### src/rtl/alu_scheduler.sv
// alu_scheduler: shares one multi-cycle arithmetic unit between two requesters.
// Round-robin grant in IDLE, start pulse in ISSUE, done/timeout in WAIT,
// and a valid/ready response back to the granted requester in RESP.
module alu_scheduler #(
    parameter int OP_W    = 4,
    parameter int RES_W   = 8,
    parameter int TIMEOUT = 32
) (
    input  logic             clk,
    input  logic             reset,

    input  logic             req0_valid,
    output logic             req0_ready,
    input  logic [OP_W-1:0]  req0_a,
    input  logic [OP_W-1:0]  req0_b,
    input  logic [2:0]       req0_opcode,

    input  logic             req1_valid,
    output logic             req1_ready,
    input  logic [OP_W-1:0]  req1_a,
    input  logic [OP_W-1:0]  req1_b,
    input  logic [2:0]       req1_opcode,

    output logic             rsp0_valid,
    input  logic             rsp0_ready,
    output logic             rsp1_valid,
    input  logic             rsp1_ready,
    output logic [RES_W-1:0] rsp_data,
    output logic             rsp_err,

    output logic [OP_W-1:0]  alu_a,
    output logic [OP_W-1:0]  alu_b,
    output logic [2:0]       alu_opcode,
    output logic             alu_start,
    input  logic [RES_W-1:0] alu_result,
    input  logic             alu_done,

    output logic             busy
);

    typedef enum logic [1:0] {
        S_IDLE,
        S_ISSUE,
        S_WAIT,
        S_RESP
    } state_t;

    // TIMEOUT is at most 255, so an 8-bit counter always suffices.
    localparam int               CNT_W    = 8;
    localparam logic [CNT_W-1:0] CNT_LAST = CNT_W'(TIMEOUT - 1);
    localparam logic [2:0]       OP_LAST  = 3'b101;

    state_t             state_q, state_d;
    logic               last_grant_q, last_grant_d;
    logic               grant_q, grant_d;
    logic [OP_W-1:0]    a_q, a_d;
    logic [OP_W-1:0]    b_q, b_d;
    logic [2:0]         op_q, op_d;
    logic [RES_W-1:0]   data_q, data_d;
    logic               err_q, err_d;
    logic [CNT_W-1:0]   cnt_q, cnt_d;
    logic               armed_q, armed_d;

    logic               win_any;
    logic               win_idx;
    logic [OP_W-1:0]    sel_a;
    logic [OP_W-1:0]    sel_b;
    logic [2:0]         sel_op;
    logic               accept;
    logic               rsp_take;

    // Round-robin winner among the requesters that are currently valid.
    always_comb begin
        win_any = req0_valid | req1_valid;
        win_idx = 1'b0;
        if (req0_valid && req1_valid) begin
            win_idx = ~last_grant_q;
        end else if (req1_valid) begin
            win_idx = 1'b1;
        end
        sel_a  = win_idx ? req1_a      : req0_a;
        sel_b  = win_idx ? req1_b      : req0_b;
        sel_op = win_idx ? req1_opcode : req0_opcode;
    end

    // Request handshake: only the winner sees ready, only in IDLE.
    // armed_q keeps both readies low while reset is held (state alone is IDLE then).
    always_comb begin
        req0_ready = 1'b0;
        req1_ready = 1'b0;
        if (armed_q && (state_q == S_IDLE) && win_any) begin
            req0_ready = ~win_idx;
            req1_ready =  win_idx;
        end
        accept   = (req0_valid & req0_ready) | (req1_valid & req1_ready);
        rsp_take = grant_q ? rsp1_ready : rsp0_ready;
    end

    // Next-state and captured-data logic for the scheduling FSM.
    always_comb begin
        state_d      = state_q;
        last_grant_d = last_grant_q;
        grant_d      = grant_q;
        a_d          = a_q;
        b_d          = b_q;
        op_d         = op_q;
        data_d       = data_q;
        err_d        = err_q;
        cnt_d        = cnt_q;
        armed_d      = 1'b1;

        unique case (state_q)
            S_IDLE: begin
                if (accept) begin
                    grant_d = win_idx;
                    a_d     = sel_a;
                    b_d     = sel_b;
                    op_d    = sel_op;
                    if (sel_op > OP_LAST) begin
                        // Unsupported opcode: answer with an error, never start the unit.
                        data_d  = '0;
                        err_d   = 1'b1;
                        state_d = S_RESP;
                    end else begin
                        state_d = S_ISSUE;
                    end
                end
            end

            S_ISSUE: begin
                cnt_d   = '0;
                state_d = S_WAIT;
            end

            S_WAIT: begin
                // Compare the incremented count so the response lands exactly
                // TIMEOUT cycles after the start pulse.
                cnt_d = cnt_q + 1'b1;
                if (alu_done) begin
                    data_d  = alu_result;
                    err_d   = 1'b0;
                    state_d = S_RESP;
                end else if (cnt_d == CNT_LAST) begin
                    data_d  = '1;
                    err_d   = 1'b1;
                    state_d = S_RESP;
                end
            end

            S_RESP: begin
                if (rsp_take) begin
                    last_grant_d = grant_q;
                    state_d      = S_IDLE;
                end
            end

            default: begin
                state_d = S_IDLE;
            end
        endcase
    end

    // State and datapath registers; async active-low reset abandons any request.
    always_ff @(posedge clk or negedge reset) begin
        if (!reset) begin
            state_q      <= S_IDLE;
            last_grant_q <= 1'b1;
            grant_q      <= 1'b0;
            a_q          <= '0;
            b_q          <= '0;
            op_q         <= '0;
            data_q       <= '0;
            err_q        <= 1'b0;
            cnt_q        <= '0;
            armed_q      <= 1'b0;
        end else begin
            state_q      <= state_d;
            last_grant_q <= last_grant_d;
            grant_q      <= grant_d;
            a_q          <= a_d;
            b_q          <= b_d;
            op_q         <= op_d;
            data_q       <= data_d;
            err_q        <= err_d;
            cnt_q        <= cnt_d;
            armed_q      <= armed_d;
        end
    end

    // Outputs decoded from the registered state.
    always_comb begin
        alu_start  = (state_q == S_ISSUE);
        rsp0_valid = (state_q == S_RESP) && !grant_q;
        rsp1_valid = (state_q == S_RESP) &&  grant_q;
        busy       = (state_q != S_IDLE);
        alu_a      = a_q;
        alu_b      = b_q;
        alu_opcode = op_q;
        rsp_data   = data_q;
        rsp_err    = err_q;
    end

endmodule

### config.mk
export PLATFORM = sky130hd
export DESIGN_NAME = alu_scheduler
export DESIGN_NICKNAME = d
export VERILOG_FILES = /design/src/rtl/alu_scheduler.sv
export SDC_FILE = /design/constraint.sdc
export NUM_CORES = 1
export LEC_CHECK = 0
export ABC_AREA = 1
export CORE_MARGIN = 10
export CORE_UTILIZATION = 45
export DETAILED_ROUTE_END_ITERATION = 7
export MAX_ROUTING_LAYER = met4
export PLACE_DENSITY = 0.8
export SETUP_SLACK_MARGIN = 0.05
export SLEW_MARGIN = 20
export SYNTH_ARGS = -nofsm -noshare
export SYNTH_HDL_FRONTEND = slang
export SYNTH_SLANG_ARGS = --single-unit
### constraint.sdc
create_clock -name clk -period 2.4 [get_ports clk]
set_clock_uncertainty 0.15 [all_clocks]
set_input_delay 0.48 -clock clk [delete_from_list [all_inputs] [get_ports clk]]
set_output_delay 0.48 -clock clk [all_outputs]
set_load 0.01 [all_outputs]
-- After elaboration in Yosys (flattened, before gate mapping)
Cells that the tools add are included.
- register bits: 33
- input port bits: 37
- output and inout port bits: 26
- logic and storage cells: 65
- add/subtract/negate cells: 1
- $lt $le $gt $ge: 1
- equality and inequality tests: 8
- muxes and demuxes: 25
- bitwise gates (word level): 6
- reductions and logical operators: 14
- operator list (kind ; number):
    two-way mux 8 bit ; 4
    case mux 8 bit (2 select lines) ; 2
    two-way mux 2 bit ; 5
    two-way mux 1 bit ; 9
    adder 8 x 1 -> 8 bit (second input constant) ; 1
    equality test 8 x 5 -> 1 bit (second input constant) ; 1
    two-way mux 4 bit ; 2
    case mux 2 bit (4 select lines) ; 1
    nonzero test 2 bit ; 3
    logical AND 1 bit ; 5
    equality test 2 bit (second input constant) ; 2
    inequality test 2 bit (second input constant) ; 2
    AND reduction 2 bit ; 2
    AND reduction 4 bit ; 1
    > comparator 3 bit (second input constant) ; 1
    two-way mux 3 bit ; 1
    inequality test 3 bit (second input constant) ; 1
    AND reduction 3 bit ; 1
    AND 1 bit ; 2
    equality test 2 x 1 -> 1 bit (second input constant) ; 1
    zero test 2 bit ; 1
    inequality test 2 x 1 -> 1 bit (second input constant) ; 1
    inverter 1 bit ; 2
    OR 1 bit ; 2
    other kinds (2) ; 2

-- Logic depth before layout (Yosys ltp)
- word-level depth: 8
- depth in mapped cells: 12
- gate-level depth less buffers: 11

-- Least setup slack after synthesis
Ideal clock, no wire load.
- path type: reg2out
- from: register state_q[0]
- to: output req0_ready
- data arrival time: 1391 ps
- data required time: 1770 ps
- setup slack: 379 ps
- stages on the path, launching flop included: 8
- buffers on the path: 1
- cell sequence: dfrtp_1 -> inv_1 -> ha_1 -> nand2_1 -> nor2_2 -> inv_1 -> nor2_1 -> buf_2
- cells in the longest elaborated chain, start to end: 4
- RTL lines (item ; line ; RTL):
    start: declaration ; 53 ; state_t state_q, state_d;
    start signal: assignment ; 177 ; state_q <= state_d;
    zero test 2 bit ; 91 ; if (armed_q && (state_q == S_IDLE) && win_any) begin
    logical AND 1 bit (2 in series) ; 91 ;
    two-way mux 1 bit ; 91 ;
    end: declaration ; 13 ; output logic req0_ready,
No other way between the ends.

-- Final worst setup path
- from: register state_q[0]
- to: output rsp1_valid
- cells in the longest elaborated chain, start to end: 2
- RTL lines (item ; line ; RTL):
    equality test 2 bit ; 194 ; rsp1_valid = (state_q == S_RESP) && grant_q;
    logical AND 1 bit ; 194 ;
    end: declaration ; 26 ; output logic rsp1_valid,
No other way between the ends.

==> flow_metrics.env <==
export IMPL_status="finished, final reports clean"
export IMPL_num_rows=23
export IMPL_cts_hold_buf=0
export IMPL_finish_instance_area_mm2=0.00263
export IMPL_hp_class="reg -> reg"
export IMPL_ys_warnings_count=0
export IMPL_postCtsSetupRepairBufs=0
export IMPL_antenna_found_initial=0
export IMPL_grt_pass1_wl_mm=8.14
export IMPL_hold_viol=0
export IMPL_synthAdderAreaFrac_pct=4.83
export IMPL_post_dp_hpwl_mm=3.76
export IMPL_final_layout_size_suffix_gt1_share_pct=11.4
export IMPL_critical_path_max_stage_delay_ns=0.48
export IMPL_crit_path_max_fanout=3
export IMPL_cp_top_family="buffers and inverters"
export IMPL_setup_viol_count_final=0
export IMPL_fin_crit_ns=2.22
export IMPL_syn_area_mm2=0.00181
export IMPL_crit_start="state_q[0]$_DFFE_PN0P_"
export IMPL_crit_slowest_cell="clkdlybuf4s50_1"
export IMPL_layout_setup_ws_ns=0.179
export IMPL_async_flop_share_pct=100
export IMPL_postLayoutCoreUtil_pct=66.7
export IMPL_synth_top_cell_area_share_pct=44.2
export IMPL_fp_dieW_um=83.5
export IMPL_finalWirelength_mm=4.82
export IMPL_num_antenna_cells=0
export IMPL_nNetsFinal=350
export IMPL_end_kind="primary output"
export IMPL_first_iter_violations=111
export IMPL_start_util_pct=46.0
export IMPL_rrSetupSlack_ns=0.46
export IMPL_wl_per_cell_um=13.5
export IMPL_crit_type="reg -> out"
export IMPL_finalSetupTns_ns=0
export IMPL_cap_violations=0
export IMPL_synth_area_leaders="dfrtp_1 (44%), nand2_1 (17%), inv_1 (5.0%), ha_1 (4.8%), nand3_1 (4.7%)"
export IMPL_vias=1786
export IMPL_clk_latency_ns=0.29
export IMPL_area_growth_pct=45.1
export IMPL_root_buffer="clkbuf_8"
export IMPL_nFillCells=331
export IMPL_yosys_area_top_type="dfrtp_1"
export IMPL_crit_chain="buf_4 -> ha_1 -> nand2_1 -> inv_1 -> clkdlybuf4s50_1"
export IMPL_yosysMostFrequentCell="nand2_1"
export IMPL_via_per_inst=5.00
export IMPL_cp_depth=5
export IMPL_syn_nets=274
export IMPL_critPathArrivalTime_ns=1.59
export IMPL_grtUsageTotal_pct=14.3
export IMPL_power_density_mw_per_mm2=1030
export IMPL_place_gp_congestion=0.829
export IMPL_port_buffers=62
export IMPL_post_cts_resized=2
export IMPL_grt_pass1_vias=1829
export IMPL_synth_xor_area_share_pct=0.898
export IMPL_synthMuxAreaShare_pct=0
export IMPL_synthTopCellsByCount="nand2_1 (80), dfrtp_1 (32), inv_1 (24), nand3_1 (17), nor2_1 (13)"
export IMPL_synthFlopType="dfrtp_1"
export IMPL_endpoint="rsp1_valid"
export IMPL_drc=0
export IMPL_synth_top_family_by_area="simple AND/OR/NAND/NOR gates"
export IMPL_synth_edf_count=0
export IMPL_clock_sinks=33
export IMPL_grt_max_degree=34
export IMPL_r2r_end="rsp_data[2]$_DFFE_PN0P_"
export IMPL_overflow=0
export IMPL_vdd_drop_max_mv=0.495
export IMPL_syn_area_per_cell_um2=7.88
export IMPL_clockBufferDepth=2
export IMPL_clk_pin_slew_ns=0.06
export IMPL_ys_seq_area_share_pct=45.6
export IMPL_drtPass1Iterations=4
export IMPL_ios=63
export IMPL_cts_tree="yes"
export IMPL_reg2reg_depth=11
export IMPL_rr_startpoint="cnt_q[0]$_DFFE_PN0P_"
export IMPL_syn_instance_count=230
export IMPL_die_height_um=83.5
export IMPL_slew_violations=0
export IMPL_yosys_cell_types_count=29
export IMPL_start_kind="register"
export IMPL_ys_ff_latch=33
export IMPL_synth_compound_area_share_pct=8.29
export IMPL_ant_nets=0
export IMPL_postPlaceCellArea_mm2=0.00255
export IMPL_p_leak_nw=1.27
export IMPL_cts_buffers=5
export IMPL_fin_crit_sh_pct=92.6
export IMPL_htree_levels=2
export IMPL_max_freq_ghz=0.450
export IMPL_critPathRequiredTime_ns=1.77
export IMPL_worstPathBufferInverterCount=3
export IMPL_yosys_area_share_simple_pct=32.9
export IMPL_die_area_mm2=0.00696
export IMPL_rsz0062_at_grt="true"
export IMPL_preCtsSetupSlack_ns=-0.126
export IMPL_coreArea_mm2=0.00394
export IMPL_holdWs_ns=0.319
[registers in the layout, summed over array words and instances, names as in the netlist]
signal,count
alu_a,4
alu_b,4
alu_opcode,3
armed_q,1
cnt_q,8
grant_q,1
last_grant_q,1
rsp_data,8
rsp_err,1
state_q,2
[worst reg2reg max path, stage by stage (launching register included)]
cell and delay (ns):
dfrtp_1 0.42, ha_1 0.24, nand2_1 0.07, inv_1 0.06, nor2_1 0.09, nand3_1 0.08, nor2_1 0.15, nand3_2 0.11
nand2_4 0.15, nand3_4 0.15, nand2_1 0.09, nand2_1 0.05
[power by group]
part | switching, mW | internal (mW)
clock network | 0.198 | 0.203
logic | 0.737 | 0.677
registers | 0.123 | 0.773
total | 1.06 | 1.65
[per-stage QoR]
stage,power [mW],instances
2_1_floorplan,1.63,230
3_3_place_gp,2.30,349
3_5_place_dp,2.34,349
4_1_cts,2.74,357
5_1_grt,2.93,357
6_report,2.71,357
[worst min-delay path by stage]
stage / startpoint / end / slack (ns) / cells after the start
3_3_place_gp: rsp_data[1]$_DFFE_PN0P_ / rsp_data[1]$_DFFE_PN0P_ / 0.30 / 2
6_report: rsp_data[1]$_DFFE_PN0P_ / rsp_data[1]$_DFFE_PN0P_ / 0.32 / 2
4_1_cts: rsp_data[1]$_DFFE_PN0P_ / rsp_data[1]$_DFFE_PN0P_ / 0.33 / 2
5_1_grt: rsp_data[5]$_DFFE_PN0P_ / rsp_data[5]$_DFFE_PN0P_ / 0.37 / 2
2_1_floorplan: reset / alu_a[0]$_DFFE_PN0P_ / 0.03 / 0
3_5_place_dp: rsp_data[1]$_DFFE_PN0P_ / rsp_data[1]$_DFFE_PN0P_ / 0.31 / 2
[layout by cell type (no fill, tap or decap), drive strengths merged]
master / synthesis / layout
nand2: 85 / 85
clkdlybuf4s50: 0 / 58
dfrtp: 32 / 32
inv: 24 / 24
nand3: 19 / 19
nor2: 18 / 18
buf: 3 / 12
a21oi: 10 / 10
nand4: 9 / 9
o21ai: 9 / 9
clkbuf: 2 / 8
ha: 7 / 7
o22ai: 3 / 3
a31oi: 2 / 2
dlymetal6s2s: 0 / 2
clkinv: 1 / 2
xor2: 1 / 1
and2: 1 / 1
a32oi: 1 / 1
o31ai: 1 / 1
conb: 1 / 1
dfstp: 1 / 1
dlygate4sd2: 0 / 1
[routing by layer]
metal / routed length [µm] / global-route usage [%] / part of all wire, %
met5: 0 / - / 0
met3: 436 / 6.25 / 9.1
met1: 2120 / 16.7 / 44
met4: 55 / 4.26 / 1.1
met2: 2200 / 21.7 / 46
[cell families (layout without fill, tap and decap cells)]
| logic type | after synthesis | in the layout |
|---|---|---|
| AND/OR/NAND/NOR | 132 | 132 |
| flip-flops | 33 | 33 |
| buffers and inverters | 30 | 107 |
| AO/OA/AOI/OAI | 26 | 26 |
| adder cells (fa/ha/maj) | 7 | 7 |
| other | 1 | 1 |
| XOR/XNOR | 1 | 1 |
[area by class of cell]
cell class / instances / area (µm²) / share of cell area (%)
timing repair buffer: 74 / 709 / 27.0
multi-input combinational: 167 / 855 / 32.5
clock inverter: 1 / 5.00 / 0.190
clock buffer: 7 / 76.3 / 2.90
tap: 50 / 62.6 / 2.38
inverter: 25 / 93.8 / 3.57
sequential: 33 / 827 / 31.5
No activity file was read; power rests on OpenSTA's default activity.
